**src/rtl/spi_wb_pkg.sv**
```systemverilog
// Shared types and constants for the SPI-to-Wishbone master stage.
package spi_wb_pkg;

    typedef enum logic [1:0] {
        IDLE     = 2'd0,
        REQ      = 2'd1,
        WAIT_ACK = 2'd2,
        DONE     = 2'd3
    } wb_state_e;

    // Returned as read data when a read is abandoned by the ack timeout.
    localparam logic [31:0] TIMEOUT_FILL = 32'hDEAD_BEEF;

endpackage

```
**src/rtl/spi_wb_pulse_sync.sv**
```systemverilog
// Two-flop synchroniser plus rising-edge detector for strobes arriving from
// the sclk domain; pulse_o is one clk cycle wide per input rising edge.
module spi_wb_pulse_sync (
    input  logic clk,
    input  logic rst,
    input  logic in_async,
    output logic pulse_o
);

    logic meta_q, sync_q, dly_q;
    logic meta_d, sync_d, dly_d;

    always_comb begin
        meta_d = in_async;
        sync_d = meta_q;
        dly_d  = sync_q;
    end

    always_ff @(posedge clk) begin
        if (rst) begin
            meta_q <= 1'b0;
            sync_q <= 1'b0;
            dly_q  <= 1'b0;
        end else begin
            meta_q <= meta_d;
            sync_q <= sync_d;
            dly_q  <= dly_d;
        end
    end

    assign pulse_o = sync_q & ~dly_q;

endmodule

```
**src/rtl/spi_wb_master.sv**
```systemverilog
// Wishbone master driven by decoded SPI transactions: one classic single cycle
// per start edge. Define SPI_WB_TIMEOUT_EN to abort cycles the slave never answers.
module spi_wb_master
    import spi_wb_pkg::*;
#(
    parameter int ADDR_WIDTH     = 19,
    parameter int DATA_WIDTH     = 32,
    parameter int TIMEOUT_CYCLES = 255
) (
    input  logic                  wb_clk_i,
    input  logic                  wb_rst_i,
    input  logic                  start,
    input  logic                  wrn,
    input  logic [3:0]            select,
    input  logic [ADDR_WIDTH-1:0] address,
    input  logic [DATA_WIDTH-1:0] data,
    output logic [DATA_WIDTH-1:0] read_data,
    output logic                  busy,
    output logic                  done,
    output logic                  overrun,
    output logic [ADDR_WIDTH-1:0] wb_adr_o,
    output logic [DATA_WIDTH-1:0] wb_dat_o,
    output logic [3:0]            wb_sel_o,
    output logic                  wb_we_o,
    output logic                  wb_cyc_o,
    output logic                  wb_stb_o,
    input  logic [DATA_WIDTH-1:0] wb_dat_i,
    input  logic                  wb_ack_i,
    input  logic                  wb_err_i,
    output logic                  wb_err_o
);

    if (DATA_WIDTH != 32 || TIMEOUT_CYCLES < 1 || TIMEOUT_CYCLES > 65535) begin : g_cfg_check
        $error("spi_wb_master: DATA_WIDTH must be 32 and TIMEOUT_CYCLES 1..65535");
    end

    logic start_pulse;

    spi_wb_pulse_sync u_start_sync (
        .clk      (wb_clk_i),
        .rst      (wb_rst_i),
        .in_async (start),
        .pulse_o  (start_pulse)
    );

    wb_state_e             state_q, state_d;
    logic                  busy_q, busy_d;
    logic                  done_q, done_d;
    logic                  overrun_q, overrun_d;
    logic                  cyc_q, cyc_d;
    logic                  we_q, we_d;
    logic                  err_q, err_d;
    logic [3:0]            sel_q, sel_d;
    logic [ADDR_WIDTH-1:0] adr_q, adr_d;
    logic [DATA_WIDTH-1:0] dat_q, dat_d;
    logic [DATA_WIDTH-1:0] rdata_q, rdata_d;

`ifdef SPI_WB_TIMEOUT_EN
    localparam int CNT_W = ($clog2(TIMEOUT_CYCLES + 1) < 8) ? 8 : $clog2(TIMEOUT_CYCLES + 1);
    logic [CNT_W-1:0] cnt_q, cnt_d;
`endif

    always_comb begin
        state_d   = state_q;
        busy_d    = busy_q;
        done_d    = 1'b0;
        err_d     = 1'b0;
        overrun_d = overrun_q;
        cyc_d     = cyc_q;
        we_d      = we_q;
        sel_d     = sel_q;
        adr_d     = adr_q;
        dat_d     = dat_q;
        rdata_d   = rdata_q;
`ifdef SPI_WB_TIMEOUT_EN
        cnt_d     = cnt_q;
`endif
        if (start_pulse && state_q != IDLE) begin
            overrun_d = 1'b1;
        end

        case (state_q)
            IDLE: begin
                // Request fields are captured straight into the bus registers,
                // so they are already stable when cyc/stb rise.
                if (start_pulse) begin
                    we_d    = wrn;
                    sel_d   = select;
                    adr_d   = address;
                    dat_d   = wrn ? data : '0;
                    busy_d  = 1'b1;
                    state_d = REQ;
                end
            end
            REQ: begin
                cyc_d   = 1'b1;
                state_d = WAIT_ACK;
`ifdef SPI_WB_TIMEOUT_EN
                cnt_d   = '0;
`endif
            end
            WAIT_ACK: begin
                if (wb_err_i) begin
                    cyc_d   = 1'b0;
                    err_d   = 1'b1;
                    state_d = DONE;
                end else if (wb_ack_i) begin
                    cyc_d   = 1'b0;
                    if (!we_q) begin
                        rdata_d = wb_dat_i;
                    end
                    state_d = DONE;
`ifdef SPI_WB_TIMEOUT_EN
                end else if (cnt_q == CNT_W'(TIMEOUT_CYCLES - 1)) begin
                    cyc_d   = 1'b0;
                    err_d   = 1'b1;
                    if (!we_q) begin
                        rdata_d = DATA_WIDTH'(TIMEOUT_FILL);
                    end
                    state_d = DONE;
                end else begin
                    cnt_d = cnt_q + 1'b1;
`endif
                end
            end
            DONE: begin
                done_d  = 1'b1;
                busy_d  = 1'b0;
                state_d = IDLE;
            end
            default: state_d = IDLE;
        endcase
    end

    always_ff @(posedge wb_clk_i) begin
        if (wb_rst_i) begin
            state_q   <= IDLE;
            busy_q    <= 1'b0;
            done_q    <= 1'b0;
            err_q     <= 1'b0;
            overrun_q <= 1'b0;
            cyc_q     <= 1'b0;
            we_q      <= 1'b0;
            sel_q     <= '0;
            adr_q     <= '0;
            dat_q     <= '0;
            rdata_q   <= '0;
`ifdef SPI_WB_TIMEOUT_EN
            cnt_q     <= '0;
`endif
        end else begin
            state_q   <= state_d;
            busy_q    <= busy_d;
            done_q    <= done_d;
            err_q     <= err_d;
            overrun_q <= overrun_d;
            cyc_q     <= cyc_d;
            we_q      <= we_d;
            sel_q     <= sel_d;
            adr_q     <= adr_d;
            dat_q     <= dat_d;
            rdata_q   <= rdata_d;
`ifdef SPI_WB_TIMEOUT_EN
            cnt_q     <= cnt_d;
`endif
        end
    end

    assign read_data = rdata_q;
    assign busy      = busy_q;
    assign done      = done_q;
    assign overrun   = overrun_q;
    assign wb_adr_o  = adr_q;
    assign wb_dat_o  = dat_q;
    assign wb_sel_o  = sel_q;
    assign wb_we_o   = we_q;
    assign wb_cyc_o  = cyc_q;
    assign wb_stb_o  = cyc_q;
    assign wb_err_o  = err_q;

endmodule
```
**config.mk**
```make
export PLATFORM = sky130hd
export DESIGN_NAME = spi_wb_master
export DESIGN_NICKNAME = d
export VERILOG_FILES = /design/src/rtl/spi_wb_pkg.sv /design/src/rtl/spi_wb_pulse_sync.sv /design/src/rtl/spi_wb_master.sv
export SDC_FILE = /design/constraint.sdc
export NUM_CORES = 1
export LEC_CHECK = 0
export BUFFER_PORTS_ARGS = -buffer_cell sky130_fd_sc_hd__clkbuf_2
export CAP_MARGIN = 25
export CELL_PAD_IN_SITES_DETAIL_PLACEMENT = 1
export CELL_PAD_IN_SITES_GLOBAL_PLACEMENT = 1
export CORE_MARGIN = 5
export CORE_UTILIZATION = 35
export CTS_BUF_LIST = sky130_fd_sc_hd__clkbuf_2 sky130_fd_sc_hd__clkbuf_4 sky130_fd_sc_hd__clkbuf_8
export CTS_CLUSTER_DIAMETER = 30
export DETAILED_ROUTE_END_ITERATION = 10
export PLACE_DENSITY_LB_ADDON = 0.1
export SYNTH_ARGS = -nofsm -noshare
export SYNTH_HDL_FRONTEND = slang
export SYNTH_SLANG_ARGS = --single-unit
```
**constraint.sdc**
```tcl
create_clock -name wb_clk_i -period 3.74 [get_ports wb_clk_i]
set_input_delay 0.374 -clock wb_clk_i [delete_from_list [all_inputs] [get_ports wb_clk_i]]
set_output_delay 0.374 -clock wb_clk_i [all_outputs]
set_load 0.01 [all_outputs]
```
# [Word-level counts from Yosys, hierarchy flattened]
# Index checks and enable logic that the tools add are counted.
[totals] inputBits=93 regBits=98 wordCells=47 out_inout_bits=94
[classes] mux=12 reduce_logical=11 n_bitwise=5 n_eq_ne=5
[op_table] op="$mux 32" n=1
[op_table] op="$pmux 2 s4" n=1
[op_table] op="$reduce_and 2->1" n=4
[op_table] op="$mux 2" n=3
[op_table] op="$reduce_bool 2->1" n=3
[op_table] op="$mux 1" n=5
[op_table] op="$eq 2x2->1 const B" n=2
[op_table] op="$not 1->1" n=4
[op_table] op="$pmux 1 s2" n=2
[op_table] op="$reduce_and 4->1" n=1
[op_table] op="$ne 3x3->1 const B" n=1
[op_table] op="$eq 2x1->1 const B" n=1
[op_table] op="$logic_not 2->1" n=1
[op_table] op="$ne 2x2->1 const B" n=1
[op_table] op="$reduce_or 2->1" n=1
[op_table] op="$and 1x1->1" n=1
[op_table] op="$logic_and 1x1->1" n=1

# [Logic depth before layout (Yosys ltp)]
[logic_depth] depth_word=4 ltp_mapped=7 mapped_depth_nobuf=5

# [Cells and area by module]
# From an unflattened synthesis, not the netlist that was laid out.
[unflattened] hier_cells=437 area_unflattened_um2=3606.0
[by_module_without_submodules] mod="spi_wb_master" area_per_inst_um2=3518.4 seq_area_each_um2=1901.8 cells_per_inst=430 n_inst=1
[by_module_without_submodules] mod="spi_wb_pulse_sync" area_per_inst_um2=87.6 seq_area_each_um2=60.1 cells_per_inst=7 n_inst=1

# [Worst setup path after synthesis]
# No wires, ideal clock.
[synth_path] path_type="register -> register" from="register state_q[0]" to="register rdata_q[21], in the netlist read_data[21]" path_buffers=2 path_stages_with_launch=8 arrival_time_ns=1.282 period_less_slack_ns=1.415 setup_slack_ns=2.325 t_required_ns=3.608 setup_ns=0.132 path_cell_list="dfxtp_1 -> inv_1 -> ha_1 -> and4bb_2 -> clkbuf_4 -> clkbuf_8 -> nand2_1 -> a21oi_1"
[synth_via] elab_chain_cells=2
[synth_rtl] item="start, declared" line_no="spi_wb_master.sv:46" rtl="wb_state_e state_q, state_d;"
[synth_rtl] item="start signal, assigned" line_no="spi_wb_master.sv:152" rtl="state_q <= state_d;"
[synth_rtl] item="$eq 2x2->1" line_no="spi_wb_master.sv:82" rtl="case (state_q)"
[synth_rtl] item="$reduce_and 4->1 (no line)"
[synth_rtl] item="end signal, assigned" line_no="spi_wb_master.sv:162" rtl="rdata_q <= rdata_d;"
[synth_rtl] item="end, declared" line_no="spi_wb_master.sv:56" rtl="logic [DATA_WIDTH-1:0] rdata_q, rdata_d;"
# No other way between the ends.
# A chain may end at the register's enable or synchronous reset.

# [Worst setup path in the final report]
[layout_path] from="register state_q[0]" to="register dat_q[2], in the netlist wb_dat_o[2]"
[layout_via] elab_chain_cells=2
[layout_rtl] item="$logic_not 2->1" line_no="spi_wb_master.sv:82"
[layout_rtl] item="$reduce_and 2->1 (no line)"
[layout_rtl] item="end signal, assigned" line_no="spi_wb_master.sv:161" rtl="dat_q <= dat_d;"
[layout_rtl] item="end, declared" line_no="spi_wb_master.sv:55" rtl="logic [DATA_WIDTH-1:0] dat_q, dat_d;"
# No other way between the ends.

==> flow_summary.ini <==
[power_and_ir_drop]
p_int_mw = 1.573
vdd_drop_max_v = 0.0002378
p_leak_nw = 2.029
power_density_mw_per_mm2 = 457.4
switching_share_pct = 27.11
power_frac_comb_pct = 15.9
power_mw = 2.158
switchingPower_mw = 0.5849
p_seq_share_pct = 52.4
p_clk_share_pct = 31.7

[synthesis]
yosysMostFrequentCell = nand2_1
yosysTopAreaCellShare_pct = 55.27
synth.area.top_cells = dfxtp_1 (55%), nand2_1 (15%), a21oi_1 (13%)
ys.flop_type = dfxtp_1
synth-seq-area-share_pct = 55.27
yosysTopAreaCell = dfxtp_1
syn_avg_cell_area_sq_um = 8.236
synth_common_cells = nand2_1 (145), dfxtp_1 (98), a21oi_1 (89), nand3_1 (32), clkbuf_1 (15)
syn_area_sq_mm = 0.003550
synth_edf_count = 0
syn_nets = 528
ys_ff_latch = 98
ys_types = 28
synth_async_sr_flop_share_pct = 0
synth_cells = 431
synth_warnings = 0

[die]
initial_core_util_pct = 36.15
die-area_sq_mm = 0.01226
num_rows = 36
io_pins = 187
die_h_um = 110.7
die_w_um = 110.7
fp.coreArea_sq_mm = 0.009819

[hold_path]
min_from = address[7]
min_to = wb_adr_o[7]$_SDFFE_PP0P_
hold_class = primary input to flop
holdPathStages = 3

[clock_network]
clock-root-buffer = clkbuf_8
cts_buffers = 9
post_cts_buffers = 0
cts_tree = yes
clkTransAtPathRegs_ns = 0.10
clkLatencyLatePin_ns = 0.35
clock_path_buffers = 2
hold_buffers = 0
cts.htree.levels = 3
clock_sinks = 98
ctsResizeCount = 0

[setup_path]
cp_max_fo = 22
worst_path_max_delay_cell = dfxtp_1
r2r_end = wb_dat_o[2]$_SDFFE_PP0P_
start_kind = flop
cp.required_ns = 3.99
crit_arrival_ns = 2.19
worstReg2RegStart = state_q[0]$_SDFFE_PP0P_
reg2reg_depth = 7
worstPathCellList = inv_1 -> ha_1 -> nand3b_1 -> buf_8 -> buf_4 -> nand2_1 -> a21oi_1
critPathMaxStageDelay_ns = 0.37
critPathTopFamily = buffers and inverters
worst-r2r-setup-slack_ns = 1.81
worst-setup-path-type = flop to flop
crit_buf_inv = 3
endpoint_kind = flop

[timing]
final.setup.tns_ns = 0
worst_pin_slew_ns = 0.8848
min_period_ns = 1.934
skew_ns = 0.01328
rsz0062_at_grt = no
hold_slack_ns = 0.2342
min_period_over_period_pct = 51.71
fmax_ghz = 0.5171
slew_headroom_pct = 41.02
setup_viol = 0
drv_slew = 0
hold_viol = 0

[global_routing]
grt_first_pass_wirelength_um = 17390
grt_pass1_vias = 3490
track_usage_pct = 17.05
grt_max_degree = 57
grt-ovfl-total = 0
grt_antenna_before_repair = 0

[finish]
fin_area_sq_mm = 0.004718
multi_input_area_sq_mm = 0.001375
synthToLayoutAreaGrowth_pct = 32.92
ff_latch_area_sq_mm = 0.001962
nets = 695
antennaDiodeCount = 0
fill_cells = 1256
drive_gt1_share_pct = 34.99

[place]
portBuffers = 186
hpwl_um = 7680
gp_congestion = 0.7322
placed_area_sq_mm = 0.004499

[routing]
wl_per_cell_um = 14.46
drc = 0
drt_iter0_drc = 145
vias = 3400
routed_wl_um = 10640
ant_nets = 0
drtPass1Iterations = 4
routed_via_density = 4.620

[run_status]
status = finished, final reports clean

[run]
maxCapViolCount = 0
-- per-stage QoR --
step | utilization, % | worst slack, ns | std cells
floorplan | - | 2.325 | 431
global placement | 45.67 | 1.474 | 718
detailed placement | 45.82 | 1.659 | 719
CTS | 47.85 | 1.644 | 735
global route | 48.05 | 1.621 | 736
finish | 48.05 | 1.806 | 736
-- worst min-delay path: stages --
cell and delay [ns]:
clkbuf_2 0.08, nand2_1 0.04, a21oi_1 0.05
-- registers in the layout, indices dropped and copies added (netlist names), 2 cells and up --
register and flops:
read_data 32, state_q 2, wb_adr_o 19, wb_dat_o 32, wb_sel_o 4
-- cells by family after synthesis --
family                     Yosys count  synth area share [%]
muxes                                1                0.2820
and+or+nand+nor                    195                 23.12
adders and majority gates            4                 1.410
DFF                                 98                 55.27
buffers and inverters               38                 6.027
AOI/OAI and AO/OA                   95                 13.89
-- layout make-up --
cell class	count	area share, %
Clock buffer	12	3.103
Clock inverter	4	1.114
Inverter	2	0.1591
Multi-Input combinational cell	295	29.14
Sequential cell	98	41.58
Tap cell	133	3.527
Timing Repair Buffer	192	21.37
-- routing by layer --
metal  track usage [%]  vias to the layer above  share of wire [%]  routed length [um]
met5                 0                        -                  0                   0
met4             4.269                        0                1.4                 153
met3             6.987                        8                8.1                 857
met2             27.14                      111                 45                4835
met1             21.51                     1546                 45                4795
li1                  -                     1735                  -                   -
-- layout by cell type (no fill, tap or decap) --
master      instances
bufinv_16           1
nand2b_1            4
o32ai_1             1
nand3_1            32
a21oi_1            89
clkbuf_8            9
and2b_1             1
nand4bb_1           1
clkbuf_2          185
ha_1                4
mux2i_1             1
nor2_1              5
buf_2               1
buf_8               1
a211oi_1            1
nand3b_1            1
nand2_1           145
buf_4               3
o21ba_2             1
buf_12              2
clkbuf_4            3
and4bb_2            1
clkinvlp_4          3
a21boi_0            1
dfxtp_1            98
nor2b_1             4
inv_1               2
and3b_2             1
a22o_1              1
o21ai_0             1
-- power groups by stage --
stage	Combinational (mW)	Clock (mW)	Sequential [mW]
after detailed placement	0.343	0	1.16
after global routing	0.384	0.750	1.14
after global placement	0.331	0	1.15
final	0.344	0.683	1.13
after floorplan	0.191	0	1.17
after CTS	0.345	0.712	1.13
-- worst max path at each step --
stage / to / cells after the start / startpoint
after global routing: wb_dat_o[9]$_SDFFE_PP0P_ / 7 / state_q[0]$_SDFFE_PP0P_
after floorplan: read_data[21]$_SDFFE_PP0P_ / 7 / state_q[0]$_SDFFE_PP0P_
after CTS: wb_dat_o[29]$_SDFFE_PP0P_ / 5 / state_q[0]$_SDFFE_PP0P_
final: wb_dat_o[2]$_SDFFE_PP0P_ / 7 / state_q[0]$_SDFFE_PP0P_
after detailed placement: wb_dat_o[29]$_SDFFE_PP0P_ / 5 / state_q[0]$_SDFFE_PP0P_
after global placement: wb_dat_o[16]$_SDFFE_PP0P_ / 6 / state_q[0]$_SDFFE_PP0P_
(Power assumes the default switching activity.)
